File: config.mk
export PLATFORM = sky130hd
export DESIGN_NAME = keynsham_mem_arbiter
export DESIGN_NICKNAME = d
export VERILOG_FILES = /design/src/rtl/keynsham_mem_arbiter.sv
export SDC_FILE = /design/constraint.sdc
export NUM_CORES = 1
export LEC_CHECK = 0
export CORE_AREA = 2 2 158 160
export DETAILED_ROUTE_END_ITERATION = 10
export DIE_AREA = 0 0 160 162
export GPL_TIMING_DRIVEN = 0
export PLACE_DENSITY = 0.48
export SLEW_MARGIN = 20
export SYNTH_ARGS = -nofsm -noshare
export SYNTH_HDL_FRONTEND = slang
export SYNTH_SLANG_ARGS = --single-unit
File: constraint.sdc
create_clock -name clk -period 1.67 [get_ports clk]
set_clock_uncertainty 0.1 [all_clocks]
set_input_delay 0.334 -clock clk [delete_from_list [all_inputs] [get_ports clk]]
set_output_delay 0.334 -clock clk [all_outputs]
set_load 0.05 [all_outputs]
File: src/rtl/keynsham_mem_arbiter.sv
// rtl/keynsham_mem_arbiter.sv - three-requester arbiter for the keynsham SoC memory slave port
//
// Shares one memory slave port between the debug bridge (dbg), the CPU data
// port (d) and the CPU instruction-fetch port (i). Debug always wins; d and i
// alternate round-robin when both are waiting. Every transaction is followed
// by one IDLE cycle so the acked requester can drop its request before the
// next arbitration.
//
// Optional feature macro: KEYNSHAM_ARB_TIMEOUT_EN
//   Defined   - slave-ack watchdog; after TIMEOUT_CYCLES BUSY cycles without
//               s_ack the granted requester is acked with 32'hdeadbeef and
//               bus_error pulses for one cycle.
//   Undefined - BUSY waits indefinitely for s_ack; bus_error tied low.
//
// Parameters:
//   TIMEOUT_CYCLES   watchdog limit in clk cycles (minimum 2)
//
// Ports:
//   clk, rst                          clock, asynchronous active-high reset
//   <x>_access/_addr/_wr_en/_wr_val/_bytesel   requester x in {dbg, d, i}
//   <x>_ack, <x>_data                 completion strobe and read data to x
//   s_access/_addr/_wr_en/_wr_val/_bytesel     request to memory slave
//   s_ack, s_data                     completion strobe and read data from slave
//   bus_error                         one-cycle pulse on watchdog expiry

module keynsham_mem_arbiter #(
    parameter int unsigned TIMEOUT_CYCLES = 1023
) (
    input  logic        clk,
    input  logic        rst,

    input  logic        dbg_access,
    input  logic [29:0] dbg_addr,
    input  logic        dbg_wr_en,
    input  logic [31:0] dbg_wr_val,
    input  logic [3:0]  dbg_bytesel,
    output logic        dbg_ack,
    output logic [31:0] dbg_data,

    input  logic        d_access,
    input  logic [29:0] d_addr,
    input  logic        d_wr_en,
    input  logic [31:0] d_wr_val,
    input  logic [3:0]  d_bytesel,
    output logic        d_ack,
    output logic [31:0] d_data,

    input  logic        i_access,
    input  logic [29:0] i_addr,
    input  logic        i_wr_en,
    input  logic [31:0] i_wr_val,
    input  logic [3:0]  i_bytesel,
    output logic        i_ack,
    output logic [31:0] i_data,

    output logic        s_access,
    output logic [29:0] s_addr,
    output logic        s_wr_en,
    output logic [31:0] s_wr_val,
    output logic [3:0]  s_bytesel,
    input  logic        s_ack,
    input  logic [31:0] s_data,

    output logic        bus_error
);

    typedef enum logic {
        ST_IDLE,
        ST_BUSY
    } state_t;

    typedef enum logic [1:0] {
        GNT_NONE,
        GNT_DBG,
        GNT_D,
        GNT_I
    } grant_t;

    localparam logic [31:0] ERR_DATA = 32'hdeadbeef;

    state_t state_q, state_d;
    grant_t grant_q, grant_d;
    // Only ever GNT_D or GNT_I: the last CPU port served, for round-robin.
    grant_t last_di_q, last_di_d;

    logic busy;
    logic timeout;

    assign busy = (state_q == ST_BUSY);

`ifdef KEYNSHAM_ARB_TIMEOUT_EN
    logic [31:0] wdog_cnt_q;

    // The count is held at zero whenever IDLE, so it starts from zero on
    // every entry to BUSY. s_ack on the expiry cycle wins over the watchdog.
    assign timeout = busy && !s_ack && (wdog_cnt_q == 32'(TIMEOUT_CYCLES - 1));

    always_ff @(posedge clk or posedge rst) begin
        if (rst) begin
            wdog_cnt_q <= 32'd0;
        end else if (!busy) begin
            wdog_cnt_q <= 32'd0;
        end else if (!s_ack && !timeout) begin
            wdog_cnt_q <= wdog_cnt_q + 32'd1;
        end
    end

    assign bus_error = timeout;
`else
    // Watchdog compiled out; the limit is kept only so both builds share
    // one parameter list.
    logic unused_timeout_cycles;
    assign unused_timeout_cycles = ^TIMEOUT_CYCLES;

    assign timeout   = 1'b0;
    assign bus_error = 1'b0;
`endif

    // ------------------------------------------------------------------
    // State, grant and round-robin registers
    // ------------------------------------------------------------------
    always_ff @(posedge clk or posedge rst) begin
        if (rst) begin
            state_q   <= ST_IDLE;
            grant_q   <= GNT_NONE;
            last_di_q <= GNT_I;
        end else begin
            state_q   <= state_d;
            grant_q   <= grant_d;
            last_di_q <= last_di_d;
        end
    end

    // ------------------------------------------------------------------
    // Arbitration and next state
    // ------------------------------------------------------------------
    always_comb begin
        state_d   = state_q;
        grant_d   = grant_q;
        last_di_d = last_di_q;

        case (state_q)
            ST_IDLE: begin
                grant_d = GNT_NONE;
                if (dbg_access) begin
                    // Debug grants leave the d/i round-robin untouched.
                    grant_d = GNT_DBG;
                    state_d = ST_BUSY;
                end else if (d_access && i_access) begin
                    if (last_di_q == GNT_I) begin
                        grant_d   = GNT_D;
                        last_di_d = GNT_D;
                    end else begin
                        grant_d   = GNT_I;
                        last_di_d = GNT_I;
                    end
                    state_d = ST_BUSY;
                end else if (d_access) begin
                    grant_d   = GNT_D;
                    last_di_d = GNT_D;
                    state_d   = ST_BUSY;
                end else if (i_access) begin
                    grant_d   = GNT_I;
                    last_di_d = GNT_I;
                    state_d   = ST_BUSY;
                end
            end

            ST_BUSY: begin
                // Requesters dropping access mid-transaction are ignored;
                // only the slave (or the watchdog) ends a transaction.
                if (s_ack || timeout) begin
                    state_d = ST_IDLE;
                    grant_d = GNT_NONE;
                end
            end

            default: begin
                state_d = ST_IDLE;
                grant_d = GNT_NONE;
            end
        endcase
    end

    // ------------------------------------------------------------------
    // Slave-side request mux. GNT_NONE drives zeros, so the port is quiet
    // in IDLE and straight out of reset.
    // ------------------------------------------------------------------
    always_comb begin
        s_addr    = 30'd0;
        s_wr_en   = 1'b0;
        s_wr_val  = 32'd0;
        s_bytesel = 4'd0;

        case (grant_q)
            GNT_DBG: begin
                s_addr    = dbg_addr;
                s_wr_en   = dbg_wr_en;
                s_wr_val  = dbg_wr_val;
                s_bytesel = dbg_bytesel;
            end
            GNT_D: begin
                s_addr    = d_addr;
                s_wr_en   = d_wr_en;
                s_wr_val  = d_wr_val;
                s_bytesel = d_bytesel;
            end
            GNT_I: begin
                s_addr    = i_addr;
                s_wr_en   = i_wr_en;
                s_wr_val  = i_wr_val;
                s_bytesel = i_bytesel;
            end
            default: begin
                s_addr    = 30'd0;
                s_wr_en   = 1'b0;
                s_wr_val  = 32'd0;
                s_bytesel = 4'd0;
            end
        endcase
    end

    assign s_access = busy;

    // ------------------------------------------------------------------
    // Response path: zero-cycle ack routing, read data broadcast.
    // s_ack seen in IDLE produces no requester ack.
    // ------------------------------------------------------------------
    logic        done;
    logic [31:0] rd_data;

    assign done    = busy && (s_ack || timeout);
    assign rd_data = timeout ? ERR_DATA : s_data;

    assign dbg_ack = done && (grant_q == GNT_DBG);
    assign d_ack   = done && (grant_q == GNT_D);
    assign i_ack   = done && (grant_q == GNT_I);

    assign dbg_data = rd_data;
    assign d_data   = rd_data;
    assign i_data   = rd_data;

endmodule

After elaboration in Yosys (flattened, before gate mapping):

Cells that the tools add are included.
Widths: inputs -> output; s select.

* add/sub/neg operators: 0
* multiply operators: 0
* divide/modulo/power cells: 0
* order comparisons: 0
* equality and inequality tests: 5
* shift-type cells: 0
* multiplexer cells: 20
* bitwise logic cells: 2
* reductions and logical operators: 7

Operator list (count)
* $pmux 32 s3: 1
* $pmux 30 s3: 1
* $mux 2: 8
* $pmux 4 s3: 1
* $eq 2x2->1 const B: 3
* $mux 1: 6
* $logic_and 1x1->1: 5
* $pmux 2 s2: 1
* $pmux 1 s3: 1
* $reduce_and 3->1: 1
* $reduce_bool 3->1: 1
* $eq 2x1->1 const B: 1
* $ne 2x2->1 const B: 1
* $not 1->1: 2
* $pmux 1 s2: 1

* register bits after elaboration: 5
* bits in latches: 0
* RAM bits: 0
* bits in read-only memories: 0
* input bits: 239
* memories kept: 0

Depth between registers and ports, before layout:

* depth after elaboration: 5
* gate-level depth with buffers: 6
* mapped depth without buffers: 2

Worst setup path before layout:

No wires, ideal clock.

* kind: register to output
* start: register state_q, in the netlist s_access
* end: output port dbg_ack
* data arrival time: 1.682 ns
* data required time: 1.236 ns
* setup slack: -0.446 ns
* stages on the path, launching flop included: 4
* path buffers: 1
* cells stage by stage: dfrtp_1 > clkbuf_1 > nand3_1 > nor2_1

* word-level cells in the longest chain between the ends: 2

Ends and longest elaborated chain
* start: declaration: RTL line 81 `state_t state_q, state_d;`
* start signal: assignment: RTL line 128 `state_q <= state_d;`
* $logic_and 1x1->1: RTL line 232 `assign done = busy && (s_ack || timeout);`
* $logic_and 1x1->1: RTL line 235 `assign dbg_ack = done && (grant_q == GNT_DBG);`
* end: declaration: RTL line 37 `output logic dbg_ack,`

No other way between the ends.

Final worst setup path:

* start: register grant_q[1]
* end: output port s_wr_val[24]

* word-level cells in the longest chain between the ends: 2

Ends and longest elaborated chain
* start: declaration: RTL line 82 `grant_t grant_q, grant_d;`
* start signal: assignment: RTL line 129 `grant_q <= grant_d;`
* $eq 2x2->1 or $eq 2x1->1 (tied branches): RTL line 195 `case (grant_q)`
* $pmux 32 s3 (*): RTL line 195
* end: declaration: RTL line 59 `output logic [31:0] s_wr_val,`

Mark *: on every way between the ends. The rest lies on a longest branch, timed or not.

==> impl_metrics.ini <==
[sta]
setup_violations = 70
layout_min_cycle_time_ns = 2.16
report.final.slew_viol_count = 0
fmaxAchievable_mhz = 462
fin_crit_sh_pct = 130
hold_viol = 0
fin_ws_ns = -0.494
maxSlewHeadroom_pct = 64.8
rsz0062_at_grt = true
whs_ns = 0.210
worst_pin_slew_ns = 0.527

[worst_setup_path]
cp.required_ns = 1.24
crit_arrival_ns = 1.73
worstRegToRegCells = 2
critPathLaunchType = flip-flop
path_class = reg2out
cp_num_buf_inv = 5
crit_path_end_kind = primary output
r2r_end = last_di_q[0]$_DFFE_PP1P_
crit_slowest_cell = dfrtp_1
cp_common_cell = buf_12
crit_chain = buf_12, nor2b_4, buf_12, buf_12, clkbuf_16, a22o_4, buf_6
r2r_start = s_access$_DFF_PP0_
crit_fanout = 8
max_stage_delay_ns = 0.38
ff2ff_setup_slack_ns = 0.54
crit_family = buffers and inverters

[drt]
drtIter0Drc = 85
ant_nets = 0
drt-pass1-iter-count = 4
vias_per_cell = 3.56
routedWlPerCell_um = 16.3
route.detailed.drc = 0
via_count = 3511
drt_wl_total_mm = 16.1

[clocking]
cts_buffer_depth = 2
cts.htree.levels = 1
cts_tree = yes
path_clk_slew_ns = 0.03
cts_root_buf = clkbuf_16
cts_inserted_buffers = 3
clk_latency_ns = 0.23
clock-sinks = 4

[floorplanning]
core_region_area_um2 = 24100
die_y_um = 162
io_pins = 407
die-area_um2 = 25900
start_util_pct = 10.1
num_rows = 57
fp.dieW_um = 160

[run_status]
violations = setup timing
outcome = finished, violations left

[layout]
diodes = 0
area_delta_synth_final_pct = 203
postLayoutCoreUtil_pct = 30.5
fin_nets = 903
layout-drive-gt1-share_pct = 51.3

[global_routing]
grt_pass1_wl_mm = 22.9
grt_max_degree = 11
grt_pass1_vias = 3843
grt_util_all_layers_pct = 11.3
antenna_found_initial = 0
grt-ovfl-total = 0

[power_and_ir_drop]
p_leak_nw = 3.20
powerDensity_nw_per_um2 = 599
vdd_ir_drop_max_uv = 234

[placed_design]
portBuffers = 373
dp_hpwl_mm = 13.6
globalplace.congestion = 0.696

[logic_synthesis]
synth_nets = 518
yosys_warnings = 0
synth_seq_cells = 4
synth_area_um2 = 2420
avgSynthCellArea_um2 = 8.69
syn_inst = 279
synth_cell_types = 23
ys_seq_area_share_pct = 4.18

[worst_hold_path]
hold_path_class = in2async

[run]
drv_cap = 0
-- power by group --
part	internal, mW	switching [mW]
sequential	0.120	0.0110
combinational	1.81	2.08
clock	0.315	0.0692
-- cells in the mapped netlist --
| cell type | instances | share of area [%] |
|---|---|---|
| buf_2 | 13 | 2.7 |
| nor2b_1 | 1 | 0.26 |
| nand2_1 | 2 | 0.31 |
| a21bo_2 | 1 | 0.41 |
| clkbuf_2 | 1 | 0.21 |
| buf_6 | 4 | 1.9 |
| nor2_1 | 4 | 0.62 |
| nor3b_1 | 1 | 0.31 |
| dfstp_2 | 1 | 1.1 |
| nand2b_1 | 1 | 0.26 |
| a22oi_1 | 2 | 0.62 |
| inv_1 | 2 | 0.31 |
| buf_4 | 98 | 30 |
| clkbuf_1 | 6 | 0.93 |
| nand3_1 | 1 | 0.21 |
| dfrtp_1 | 3 | 3.1 |
| o32ai_1 | 1 | 0.36 |
| mux2_1 | 10 | 4.6 |
| a22o_1 | 67 | 24 |
| and3_1 | 1 | 0.26 |
| o32a_1 | 1 | 0.41 |
| mux2_2 | 57 | 26 |
| conb_1 | 1 | 0.15 |
-- routing by layer --
metal	up-vias	share of wire [%]	global-route usage, %
met4	0	0.58	1.31
met1	1575	38	12.6
met3	7	8.4	2.89
li1	1703	-	-
met2	226	53	22.3
met5	-	0	0
-- cells by family (layout without fill, tap and decap cells) --
group                  count (synthesis)  in the layout  synth area share [%]
AO/OA/AOI/OAI                         72             72                  26.0
buffers and inverters                124            508                  36.3
AND/OR/NAND/NOR                       11             11                  2.22
other                                  1              1                 0.155
flip-flops                             4              4                  4.18
multiplexers                          67             67                  31.1
-- placed cells by master (no fill, tap or decap), types with 2 or more instances in the layout --
cell type / n
inv_1: 2
buf_2: 15
a22o_4: 48
clkbuf_4: 8
mux2_4: 6
buf_6: 34
nand2_1: 2
clkbuf_16: 5
clkbuf_2: 5
nor2_4: 2
mux2_2: 57
nor2_1: 2
dfrtp_1: 2
a22oi_1: 2
buf_4: 121
buf_8: 4
dlygate4sd2_1: 2
buf_12: 9
clkdlybuf4s50_1: 299
a22o_2: 19
dlymetal6s2s_1: 2
mux2_1: 4
-- how the worst max path moves through the flow --
stage | to | cells past startpoint | startpoint
finish | s_wr_val[24] | 7 | grant_q[1]$_DFFE_PP0P_
global route | s_wr_val[18] | 7 | grant_q[1]$_DFFE_PP0P_
CTS | s_addr[14] | 5 | grant_q[1]$_DFFE_PP0P_
detailed placement | s_wr_val[11] | 5 | grant_q[0]$_DFFE_PP0P_
global placement | s_wr_val[11] | 5 | grant_q[0]$_DFFE_PP0P_
floorplan | s_wr_val[12] | 6 | grant_q[1]$_DFFE_PP0P_
-- stage by stage --
| stage | TNS [ns] | std cells | instance area [µm²] | power [mW] | setup WS, ns |
|---|---|---|---|---|---|
| floorplan | -2.11 | 279 | 2910 | 2.54 | -0.0468 |
| global placement | -66.72 | 976 | 7050 | 3.91 | -1.09 |
| detailed placement | -67.35 | 976 | 7050 | 3.90 | -1.07 |
| CTS | -35.18 | 984 | 7130 | 4.34 | -0.548 |
| global route | -34.68 | 987 | 7350 | 4.61 | -0.543 |
| finish | -30.32 | 987 | 7350 | 4.41 | -0.494 |
-- worst register-to-register path, delay by kind of cell, from the launching register on --
kind / cells / cell delay [ns]
flops: 1 / 0.39
compound gates: 1 / 0.37
buf+inv: 1 / 0.19
-- flip-flops by register name (all words and copies together) (netlist names) --
| register | count |
|---|---|
| s_access | 1 |
| last_di_q | 1 |
| grant_q | 2 |
-- area by class of cell --
cell class | count | area [µm²]
timing repair buffer | 381 | 3790
buffer | 121 | 1020
sequential | 4 | 103
inverter | 2 | 7.51
clock buffer | 4 | 78.8
fill | 2569 | 16800
tap | 324 | 405
multi-input combinational | 151 | 1950
-- what timing repair did --
action                                  CTS  global route
hold buffers                              0             0
cloned                                    1             2
endpoints found under the setup margin   71            72
setup buffers                             3             3
pin swaps                                 1             0
gates resized for setup                 446            62
No activity file was read; power rests on OpenSTA's default activity.
